[config.mk]
export PLATFORM = sky130hd
export DESIGN_NAME = bht_ctrl
export DESIGN_NICKNAME = d
export VERILOG_FILES = /design/src/rtl/bht_ctrl.sv
export SDC_FILE = /design/constraint.sdc
export NUM_CORES = 1
export LEC_CHECK = 0
export ABC_AREA = 1
export CAP_MARGIN = 15
export CORE_UTILIZATION = 40
export CTS_CLUSTER_DIAMETER = 80
export DETAILED_ROUTE_END_ITERATION = 10
export HOLD_SLACK_MARGIN = 0.05
export PLACE_DENSITY = 0.68
export SLEW_MARGIN = 10
export SYNTH_ARGS = -nofsm -noshare
export SYNTH_HDL_FRONTEND = slang
export SYNTH_SLANG_ARGS = --single-unit
[constraint.sdc]
create_clock -name clk -period 2.4 [get_ports clk]
set_input_delay 0.36 -clock clk [delete_from_list [all_inputs] [get_ports clk]]
set_output_delay 0.36 -clock clk [all_outputs]
set_load 0.05 [all_outputs]
[src/rtl/bht_ctrl.sv]
// Branch history table scheduler: clear sweep after reset, then arbitrates the single RAM port
// between fetch lookups and buffered execute updates. Optional macro BHT_BYPASS_EN forwards pending updates to lookups.
module bht_ctrl #(
  parameter int          IDX_W    = 10,
  parameter int          UQ_DEPTH = 4,
  parameter logic [1:0]  INIT_CNT = 2'b01
) (
  input  logic             clk,
  input  logic             rst,
  input  logic             lu_valid,
  input  logic [31:0]      lu_pc,
  output logic             lu_ready,
  output logic             lu_resp_valid,
  output logic [1:0]       lu_pred,
  output logic             lu_taken,
  input  logic             up_valid,
  input  logic [31:0]      up_pc,
  input  logic [1:0]       up_cnt,
  input  logic             up_taken,
  output logic             up_ready,
  output logic             ram_en,
  output logic             ram_we,
  output logic [IDX_W-1:0] ram_addr,
  output logic [1:0]       ram_wdata,
  input  logic [1:0]       ram_rdata,
  output logic             busy
);

  localparam int                PTR_W    = $clog2(UQ_DEPTH);
  localparam logic [PTR_W-1:0]  PTR_ONE  = PTR_W'(1);
  localparam logic [PTR_W:0]    CNT_ONE  = (PTR_W+1)'(1);
  localparam logic [PTR_W:0]    CNT_FULL = (PTR_W+1)'(UQ_DEPTH);
  localparam logic [IDX_W-1:0]  IDX_LAST = {IDX_W{1'b1}};

  typedef enum logic {INIT = 1'b0, RUN = 1'b1} state_t;

  state_t           state_r, state_nx;
  logic [IDX_W-1:0] sweep_addr_r;
  logic [IDX_W-1:0] q_idx_r [UQ_DEPTH];
  logic [1:0]       q_cnt_r [UQ_DEPTH];
  logic [PTR_W-1:0] head_r, tail_r;
  logic [PTR_W:0]   count_r;
  logic             resp_valid_r, byp_hit_r;
  logic [1:0]       byp_cnt_r, lu_pred_r;

  logic             full_s, empty_s, lu_acc_s, up_acc_s, pop_s;
  logic             ram_en_s, ram_we_s, byp_hit_s;
  logic [IDX_W-1:0] lu_idx_s, up_idx_s;
  logic [1:0]       up_newcnt_s, byp_cnt_s;
  logic             unused_ok;

  // Saturating 2-bit counter step toward the resolved direction.
  function automatic logic [1:0] sat_next(input logic [1:0] cnt, input logic taken);
    logic [1:0] res;
    if (taken) begin
      res = (cnt == 2'd3) ? 2'd3 : cnt + 2'd1;
    end else begin
      res = (cnt == 2'd0) ? 2'd0 : cnt - 2'd1;
    end
    return res;
  endfunction

  assign lu_idx_s    = lu_pc[IDX_W+1:2];
  assign up_idx_s    = up_pc[IDX_W+1:2];
  assign up_newcnt_s = sat_next(up_cnt, up_taken);
  assign full_s      = (count_r == CNT_FULL);
  assign empty_s     = (count_r == '0);
  assign unused_ok   = ^{lu_pc[31:IDX_W+2], lu_pc[1:0], up_pc[31:IDX_W+2], up_pc[1:0]};

  // Next state and RAM port arbitration: sweep, then lookup, then drain.
  always_comb begin
    state_nx  = state_r;
    ram_en_s  = 1'b0;
    ram_we_s  = 1'b0;
    ram_addr  = '0;
    ram_wdata = 2'b00;
    lu_ready  = 1'b0;
    up_ready  = 1'b0;
    lu_acc_s  = 1'b0;
    up_acc_s  = 1'b0;
    pop_s     = 1'b0;
    case (state_r)
      INIT: begin
        ram_en_s  = 1'b1;
        ram_we_s  = 1'b1;
        ram_addr  = sweep_addr_r;
        ram_wdata = INIT_CNT;
        if (sweep_addr_r == IDX_LAST) begin
          state_nx = RUN;
        end else begin
          state_nx = INIT;
        end
      end
      RUN: begin
        lu_ready = !full_s && !rst;
        up_ready = !full_s && !rst;
        lu_acc_s = lu_valid && lu_ready;
        up_acc_s = up_valid && up_ready;
        if (lu_acc_s) begin
          ram_en_s = 1'b1;
          ram_addr = lu_idx_s;
        end else if (!empty_s) begin
          ram_en_s  = 1'b1;
          ram_we_s  = 1'b1;
          ram_addr  = q_idx_r[head_r];
          ram_wdata = q_cnt_r[head_r];
          pop_s     = 1'b1;
        end else begin
          ram_en_s = 1'b0;
        end
      end
      default: state_nx = INIT;
    endcase
  end

  assign ram_en = ram_en_s && !rst;
  assign ram_we = ram_we_s && !rst;
  assign busy   = (state_r == INIT);

`ifdef BHT_BYPASS_EN
  logic [PTR_W-1:0] slot_s;

  // Newest pending update for the lookup index; a same-cycle enqueue is newer than any stored entry.
  always_comb begin
    byp_hit_s = 1'b0;
    byp_cnt_s = 2'b00;
    slot_s    = head_r;
    for (int i = 0; i < UQ_DEPTH; i++) begin
      slot_s = head_r + PTR_W'(i);
      if (((PTR_W+1)'(i) < count_r) && (q_idx_r[slot_s] == lu_idx_s)) begin
        byp_hit_s = 1'b1;
        byp_cnt_s = q_cnt_r[slot_s];
      end else begin
        byp_hit_s = byp_hit_s;
      end
    end
    if (up_acc_s && (up_idx_s == lu_idx_s)) begin
      byp_hit_s = 1'b1;
      byp_cnt_s = up_newcnt_s;
    end else begin
      byp_hit_s = byp_hit_s;
    end
  end
`else
  assign byp_hit_s = 1'b0;
  assign byp_cnt_s = 2'b00;
`endif

  // State register and sweep address.
  always_ff @(posedge clk or posedge rst) begin
    if (rst) begin
      state_r      <= INIT;
      sweep_addr_r <= '0;
    end else begin
      state_r <= state_nx;
      if (state_r == INIT) begin
        sweep_addr_r <= sweep_addr_r + {{(IDX_W-1){1'b0}}, 1'b1};
      end else begin
        sweep_addr_r <= sweep_addr_r;
      end
    end
  end

  // Update FIFO storage and pointers.
  always_ff @(posedge clk or posedge rst) begin
    if (rst) begin
      head_r  <= '0;
      tail_r  <= '0;
      count_r <= '0;
      for (int i = 0; i < UQ_DEPTH; i++) begin
        q_idx_r[i] <= '0;
        q_cnt_r[i] <= 2'b00;
      end
    end else begin
      if (up_acc_s) begin
        q_idx_r[tail_r] <= up_idx_s;
        q_cnt_r[tail_r] <= up_newcnt_s;
        tail_r          <= tail_r + PTR_ONE;
      end else begin
        tail_r <= tail_r;
      end
      if (pop_s) begin
        head_r <= head_r + PTR_ONE;
      end else begin
        head_r <= head_r;
      end
      case ({up_acc_s, pop_s})
        2'b10:   count_r <= count_r + CNT_ONE;
        2'b01:   count_r <= count_r - CNT_ONE;
        default: count_r <= count_r;
      endcase
    end
  end

  // Lookup response pipeline; the prediction holds between responses.
  always_ff @(posedge clk or posedge rst) begin
    if (rst) begin
      resp_valid_r <= 1'b0;
      byp_hit_r    <= 1'b0;
      byp_cnt_r    <= 2'b00;
      lu_pred_r    <= 2'b00;
    end else begin
      resp_valid_r <= lu_acc_s;
      byp_hit_r    <= lu_acc_s ? byp_hit_s : 1'b0;
      byp_cnt_r    <= lu_acc_s ? byp_cnt_s : byp_cnt_r;
      lu_pred_r    <= lu_pred;
    end
  end

  assign lu_resp_valid = resp_valid_r;
  assign lu_pred       = resp_valid_r ? (byp_hit_r ? byp_cnt_r : ram_rdata) : lu_pred_r;
  assign lu_taken      = lu_pred[1];

endmodule

* Yosys cells after proc, flatten, opt, wreduce, memory -nomap -nowiden
Index checks and enable logic that the tools add are counted.
** Storage, ports and cells
- Flip-flop bits (word level) :: 69
- Output and inout port bits :: 21
- Logic and storage cells :: 78
** Operators by class
- Add/sub/neg operators :: 7
- Magnitude comparators :: 3
- Equality and inequality tests :: 5
- Mux-type cells :: 34
- Bitwise operators :: 3
- Reductions and logical operators :: 11
** Operators with widths (number)
- $mux 10 :: 5
- $bwmux 40 :: 1
- $bmux 10 s2 :: 1
- $demux 10 s2 :: 1
- $pmux 10 s2 :: 1
- $mux 2 :: 9
- $add 10x1->10 const B :: 1
- $eq 10x10->1 const B :: 1
- $mux 1 :: 9
- $bwmux 8 :: 1
- $add 2x1->2 const B :: 3
- $ge 3x3->1 const B :: 2
- $logic_and 1x1->1 :: 6
- $not 2->3 :: 2
- $pmux 3 s2 :: 1
- $bmux 2 s2 :: 1
- $demux 2 s2 :: 1
- $eq 2x2->1 const B :: 2
- $pmux 1 s2 :: 2
- $pmux 2 s2 :: 1
- $add 3x1->3 const B :: 1
- $eq 3x3->1 const B :: 1
- $logic_not 3->1 :: 1
- $lt 3x1->1 const B :: 1
- 7 further kinds :: 8

* Logic depth before layout (Yosys ltp)
Gate-level depths: netlist (run 1).
- Depth in word-level cells :: 8
- Depth in mapped cells :: 12
- Mapped depth without buffers :: 11

* Worst setup path before layout (run 1)
No wires, ideal clock.
- Kind :: input-to-output
- Start point :: input port rst
- End point :: output port up_ready
- Data arrival time :: 2387 ps
- Data required time :: 2040 ps
- Setup slack :: -347 ps
- Cell stages on the path :: 4
- Path through :: inv_2 -> nand2_1 -> nor2_1 -> buf_4
** Between the ends
- Longest elaborated chain between the ends :: 3
** RTL lines
- start, declared :: line 9 : input logic rst,
- $logic_not 1->1 (no line)
- $logic_and 1x1->1
- $mux 1
- end, declared :: line 20 : output logic up_ready,
Every way passes these cells.

* Worst setup path in the final report (run 1)
- Start point :: input port rst
- End point :: output port ram_addr[0]
** Between the ends
- Longest elaborated chain between the ends :: 5
** RTL lines
- $logic_not 1->1 (no line)
- $logic_and 1x1->1 :: line 95 : lu_ready = !full_s && !rst;
- $logic_and 1x1->1 :: line 97 : lu_acc_s = lu_valid && lu_ready;
- $mux 10 :: line 99 : if (lu_acc_s) begin
- $pmux 10 s2 :: line 82 : case (state_r)
- end, declared :: line 23 : output logic [IDX_W-1:0] ram_addr,
Every way passes these cells.

==> metrics.md, run 1 <==
| Metric | Value |
|---|---|
| Routed wire length | 8200 µm |
| IO Pins | 94 |
| Critical path type | input pin to output pin |
| Crit path buffers/inverters | 5 |
| CP endpoint | ram_addr[0] |
| Asr flop ratio synth | 100% |
| Cells after DPL | 594 |
| Power share of the combinational group | 4.8% |
| Critical Path Start | rst |
| Die W | slightly below 100 µm |
| Worst R2R Start | count_r[0]$_DFFE_PP0P_ |
| Die ar. | 0.00933 mm² |
| Worst hold-check path type | input pin to asynchronous set/reset pin |
| Setup TNS | 0 ps |
| Final nets | 577 |
| Post-synth top cells | 128 x nand2_1, 69 x dfrtp_1, 65 x o21ai_0 |
| ANT nets after route | 0 |
| Final Skew | 12.7 ps |
| Non-filler instance count after layout | 610 |
| Final period util | between 90% and 100% |
| Ys flop type | dfrtp_1 |
| Int Pwr | 1.60 mW |
| Largest net degree at the start of global routing | 38 |
| Core footprint | approximately 0.0087 mm² |
| Synth Cell Area | 0.00358 mm² |
| H-tree Lvls | 3 |
| Initial antenna violation count | 0 |
| CP Cell Sequence | clkdlybuf4s50_1, inv_4, buf_6, nand4_1, nand2_1, inv_1, a21oi_1, buf_12 |
| Synth area leader | dfrtp_1 |
| Port buffer count | 49 |
| CTS Hold Bufs | 0 |
| Vias per inst | 4.98 |
| Critical Path Start Type | input pin |
| Maxcap violations | 0 |
| Area fraction of the dominant cell type after synthesis | 48.2% |
| Max Slew Vio Count | 0 |
| Total CTS buffers | 9 |
| Status | complete, no violations |
| CP endpoint kind | output pin |
| Layout cell share with drive strength beyond 1 | 12.4% |
| Post-DP HPWL | approximately 5600 µm |
| Crit path max-delay cell type | clkdlybuf4s50_1 |
| Number of global-route vias before repair | 3004 |
| EDFF count, synth | 0 |
| Clock Tree Buf Depth | 2 |
| Peak VDD IR | 0.272 mV |
| DIE HEIGHT | 96.6 µm |
| Reg2reg end | count_r[2]$_DFFE_PP0P_ |
| Total track usage | 19.4% |
| Via count | 3037 |
| Pre-antenna DRT Iters | 4 |
| Average wire per standard cell | 13.4 µm |
| CTS tree | done |
| Number of diodes | 0 |
| Post-route setup slack | 171 ps |
| Unrepaired setup endpoints after global routing | false |
| CP max stage delay | approximately 450 ps |
| CTS clk-pin slew, worst paths | 80 ps |
| Starting utilization of the core area | 41.2% |
| Synth Instances | 447 |
| Rows | 34 |
| Sw Share | 25.2% |
| DRC Markers | 0 |
| Worst EP arrival | approximately 1900 ps |
| Worst r2r path cells | 11 |
| Clock Tree Root | clkbuf_8 |
| Post-Syn Area per Cell | 8.01 µm² |
| First-pass GRT wire length | 14400 µm |
| Crit-path leading delay family | buffers and inverters |
| Routability cong. | 0.858 |
| Yosys cell types | 27 |
| PD cells | 480 mW/mm² |
| LEAKAGE | 2.20 nW |
| Sequential power share | 54.4% |
| # setup viols final | 0 |
| Switching Power | 0.538 mW |
| Critical path peak fanout | 36 |
| Ys Warns | 0 |
| DR iter-0 viols | 168 |
| Slew headroom | 46.4% |
| Syn nets | 527 |
| Post-synthesis sequential area ratio | ~48% |
| Clk pwr share | between 40% and 50% |
| R2R Setup Slk | 330 ps |
| Final Hold Viols | 0 |
| Post-Place Setup Slack | between 15 and 20 ps |
| Synth area leaders | dfrtp_1 48%, nand2_1 13%, o21ai_0 9.1%, inv_1 5.3%, a21oi_1 4.3% |
| Worst Path Required | 2040 ps |
| Worst path depth | 8 |
| Worst slew pin tran | 804 ps |
| Total gr overflow | 0 |
| Clock latency on the worst-skew pair | 350 ps |
| Fmax | between 400 and 500 MHz |
| Layout overhead on the synthesized area | 24.4% |
| Clock sink total | slightly below 70 |
| Fin crit period | roughly 2200 ps |
| Fin util | 51.3% |
| Cell with the most instances after synthesis | nand2_1 |
| Yosys reg bits | between 60 and 70 |
==> power groups by stage <==
stage | logic [mW] | registers (mW) | clock network [mW]
after floorplan | 0.0306 | 1.18 | 0
after global placement | 0.103 | 1.18 | 0
after detailed placement | 0.104 | 1.18 | 0
after CTS | 0.105 | 1.16 | 0.901
after global routing | 0.114 | 1.16 | 0.943
final | 0.103 | 1.16 | 0.872
==> registers in the layout, indices dropped and copies added (netlist names) <==
register       flops
count_r            3
head_r             2
lu_pred_r          2
lu_resp_valid      1
q_cnt_r            8
q_idx_r           40
state_r            1
sweep_addr_r      10
tail_r             2
==> worst min path at each step <==
| stage | from | end | cells after the start |
|---|---|---|---|
| 2_1_floorplan | rst | count_r[0]$_DFFE_PP0P_ | 1 |
| 3_3_place_gp | q_idx_r[8]$_DFFE_PP0P_ | q_idx_r[8]$_DFFE_PP0P_ | 2 |
| 3_5_place_dp | q_idx_r[4]$_DFFE_PP0P_ | q_idx_r[4]$_DFFE_PP0P_ | 2 |
| 4_1_cts | q_idx_r[3]$_DFFE_PP0P_ | q_idx_r[3]$_DFFE_PP0P_ | 2 |
| 5_1_grt | rst | q_idx_r[35]$_DFFE_PP0P_ | 3 |
| 6_report | rst | state_r$_DFF_PP0_ | 3 |
==> placed cells by master, fill, tap and decap left out <==
cell type	n
nand2_1	128
dfrtp_1	69
o21ai_0	65
inv_1	51
a21oi_1	31
clkdlybuf4s50_1	29
buf_4	19
nor2_1	18
o21ai_1	17
buf_12	13
xor2_1	10
clkbuf_8	9
nand3_1	6
ha_1	6
nor2_2	5
inv_6	4
nand4_1	3
xnor2_1	2
nor3_1	2
nor2_4	2
mux2_2	2
clkinv_2	2
nand2_4	1
inv_4	1
nand4_4	1
nand3_4	1
clkinv_1	1
a21boi_0	1
fa_1	1
clkinv_4	1
buf_6	1
==> final cells by class <==
| class | instances | area [µm²] |
|---|---|---|
| Tap cell | 108 | 135 |
| Sequential cell | 69 | 1730 |
| Timing Repair Buffer | 62 | 704 |
| Inverter | 53 | 201 |
| Clock buffer | 9 | 124 |
| Multi-Input combinational cell | 302 | 1510 |
| Clock inverter | 7 | 53.8 |
| Fill cell | 832 | 4230 |
==> metrics by stage <==
step           cell area [µm²]  total power [mW]  hold WS [ps]
3_3_place_gp              4270              1.29           456
4_1_cts                   4450              2.17           483
5_1_grt                   4450              2.22           500
3_5_place_dp              4270              1.29           464
2_1_floorplan             3580              1.22           386
6_report                  4450              2.14           478
==> logic make-up after synthesis <==
group | count (synthesis) | share of synthesized area, %
simple gates | 167 | 19.9
compound gates | 114 | 16.0
buf+inv | 76 | 9.68
flops | 69 | 48.2
xor+xnor | 12 | 2.94
fa+ha+maj | 7 | 2.66
mux | 2 | 0.629
==> repair_timing <==
action / 4_1_cts / 5_1_grt
setup buffers: 0 / 0
resized for setup: 0 / 1
endpoints found under the hold margin: 0 / 0
setup endpoints to repair: 0 / 1
==> worst register-to-register path, stage by stage, from the launching register on <==
cell	delay, ps
dfrtp_1	410
nor2_2	180
nand2_4	100
nand3_4	70
nand2_1	80
nor2_2	110
ha_1	150
inv_1	60
fa_1	380
a21oi_1	150
o21ai_0	110
xor2_1	150
==> per-layer routing <==
metal / vias to the layer above / routed length [µm] / share of wire [%] / global-route usage [%]
met5: - / 0 / 0 / 0
met4: 0 / 117 / 1.4 / 6.08
met3: 10 / 340 / 4.1 / 4.70
met2: 74 / 3860 / 47 / 31.6
met1: 1436 / 3880 / 47 / 25.4
li1: 1517 / - / - / -
Note: power is estimated with default switching activity, not from simulation.
==> run 2: changes to the inputs <==
--- a/config.mk
+++ b/config.mk
@@ -7,11 +7,11 @@
 export LEC_CHECK = 0
 export ABC_AREA = 1
 export CAP_MARGIN = 15
-export CORE_UTILIZATION = 40
+export CORE_UTILIZATION = 49
 export CTS_CLUSTER_DIAMETER = 80
 export DETAILED_ROUTE_END_ITERATION = 10
 export HOLD_SLACK_MARGIN = 0.05
-export PLACE_DENSITY = 0.68
+export PLACE_DENSITY = 0.8
 export SLEW_MARGIN = 10
 export SYNTH_ARGS = -nofsm -noshare
 export SYNTH_HDL_FRONTEND = slang
==> run 2 against run 1 <==
Largest cell class unchanged. Clock-buffer cell count unchanged. Global-route usage up 4.7 points. Combinational power about the same. Final cell count down 2.5%. Non-clock buffer count down 2. Highest routed layer unchanged.
==> metrics.md, run 2 (synthesis results as in run 1) <==
| Metric | Value |
|---|---|
| Status | complete, no violations |
| Routed wire length | 8430 µm |
| Leading cell type in the layout, fill and taps excluded | nand2_1 |
| Port buffer count | 49 |
| CP Cell Sequence | clkinvlp_4, a21oi_1, o21ai_0, nand2_1, nand2_1, nand2_1, buf_12 |
| Max Slew Vio Count | 0 |
| Crit path buffers/inverters | 2 |
| Cells after DPL | 580 |
| # setup viols final | 0 |
| Layout cell share with drive strength beyond 1 | 12.4% |
| Core footprint | 0.00691 mm² |
| Worst EP arrival | 1890 ps |
| Total track usage | 24.0% |
| Vias per inst | between 5 and 6 |
| H-tree Lvls | 3 |
| Critical path peak fanout | 22 |
| Fin crit period | 2250 ps |
| CP endpoint kind | output pin |
| ANT nets after route | 0 |
| Largest net degree at the start of global routing | 41 |
| Unrepaired setup endpoints after global routing | false |
| Crit-path leading delay family | buffers and inverters |
| Critical Path Start | head_r[0]$_DFFE_PP0P_ |
| Die W | 87.5 µm |
| CTS Hold Bufs | 0 |
| PD cells | 516 mW/mm² |
| Pre-antenna DRT Iters | 6 |
| Most frequent cells in the layout | 128 x nand2_1, 69 x dfrtp_1, 65 x o21ai_0 |
| CTS clk-pin slew, worst paths | 80 ps |
| Slew headroom | 45.9% |
| Setup bufs post-CTS | 0 |
| Worst slew pin tran | 810 ps |
| CTS tree | done |
| PostCTS Resize Cnt | 0 |
| First-pass GRT wire length | 13900 µm |
| Number of diodes | 0 |
| Worst R2R Start | count_r[0]$_DFFE_PP0P_ |
| Worst hold-check path type | input pin to asynchronous set/reset pin |
| Critical path type | flip-flop to output pin |
| Routability cong. | 0.819 |
| IO Pins | 94 |
| Clock latency on the worst-skew pair | 350 ps |
| Total gr overflow | 0 |
| Average wire per standard cell | 14.2 µm |
| DIE HEIGHT | approximately 90 µm |
| LEAKAGE | 2.20 nW |
| Crit path max-delay cell type | dfrtp_1 |
| Starting utilization of the core area | 51.8% |
| Largest regs | q_idx_r: 40 flops, sweep_addr_r: 10 flops, q_cnt_r: 8 flops |
| Largest register FFs | 40 |
| Critical Path Start Type | flip-flop |
| Via count | 3096 |
| CP max stage delay | approximately 400 ps |
| Largest Register | q_idx_r |
| Setup TNS | 0 ps |
| DR iter-0 viols | 303 |
| Total CTS buffers | 9 |
| Final Skew | 10.9 ps |
| Clock Tree Buf Depth | 2 |
| Worst Path Required | 2040 ps |
| Non-filler instance count after layout | about 600 |
| Layout overhead on the synthesized area | 24.8% |
| Clock sink total | between 60 and 70 |
| DRC Markers | 0 |
| Peak VDD IR | a little under 0.3 mV |
| Rows | 30 |
| Final period util | approximately 94% |
| Die ar. | 0.00765 mm² |
| Final nets | 575 |
| Fmax | 444 MHz |
| Number of global-route vias before repair | 3048 |
| Maxcap violations | 0 |
| Post-DP HPWL | 5600 µm |
| Most frequent CP cell | nand2_1 |
| Clock Tree Root | clkbuf_8 |
| Initial antenna violation count | 0 |
| Final Hold Viols | 0 |
-- run 2: worst min-delay path: cells and delay by family --
| kind | cells | cell delay, ps |
|---|---|---|
| buf+inv | 3 | 840 |
-- run 2: final timing paths --
path | cells past startpoint | to | slack, ps
worst max-delay path | 7 | ram_addr[4] | 150
worst min-delay path | 3 | q_idx_r[30]$_DFFE_PP0P_ | 450
worst max register to register | 11 | count_r[2]$_DFFE_PP0P_ | 250
worst min register to register | 2 | q_idx_r[3]$_DFFE_PP0P_ | 480
max in group asynchronous | 4 | head_r[0]$_DFFE_PP0P_ | 1120
min in group clk | 2 | q_idx_r[3]$_DFFE_PP0P_ | 480
-- run 2: where the power goes --
part | internal [mW] | total (mW) | switching, mW
Sequential | 1.16 | 1.16 | 0
Clock | 0.579 | 1.04 | 0.461
Combinational | 0.0490 | 0.103 | 0.0540
-- run 2: routing by layer --
metal	share of wire (%)	track usage, %
met3	6.5	5.50
met5	0	0
met1	44	29.9
met2	47	39.7
met4	2.6	11.2
-- run 2: cell type report --
cell class / count / area (µm²)
repair buffers: 60 / 689
multi-input cells: 302 / 1510
clock buffers: 9 / 124
fillers: 586 / 2440
flip-flops and latches: 69 / 1730
clock inverters: 6 / 88.8
well taps: 96 / 120
inverters: 53 / 205
-- run 2: stage by stage --
step	total power [mW]	worst slack, ps	hold slack (ps)	utilization [%]	instance area (µm²)
after floorplan	1.22	11.5	386	-	3580
after global placement	1.29	94.7	456	61.4	4240
after detailed placement	1.29	38.4	464	61.4	4240
after CTS	2.33	13.3	483	64.5	4450
after global routing	2.38	11.6	475	64.7	4470
final	2.30	147	450	64.7	4470
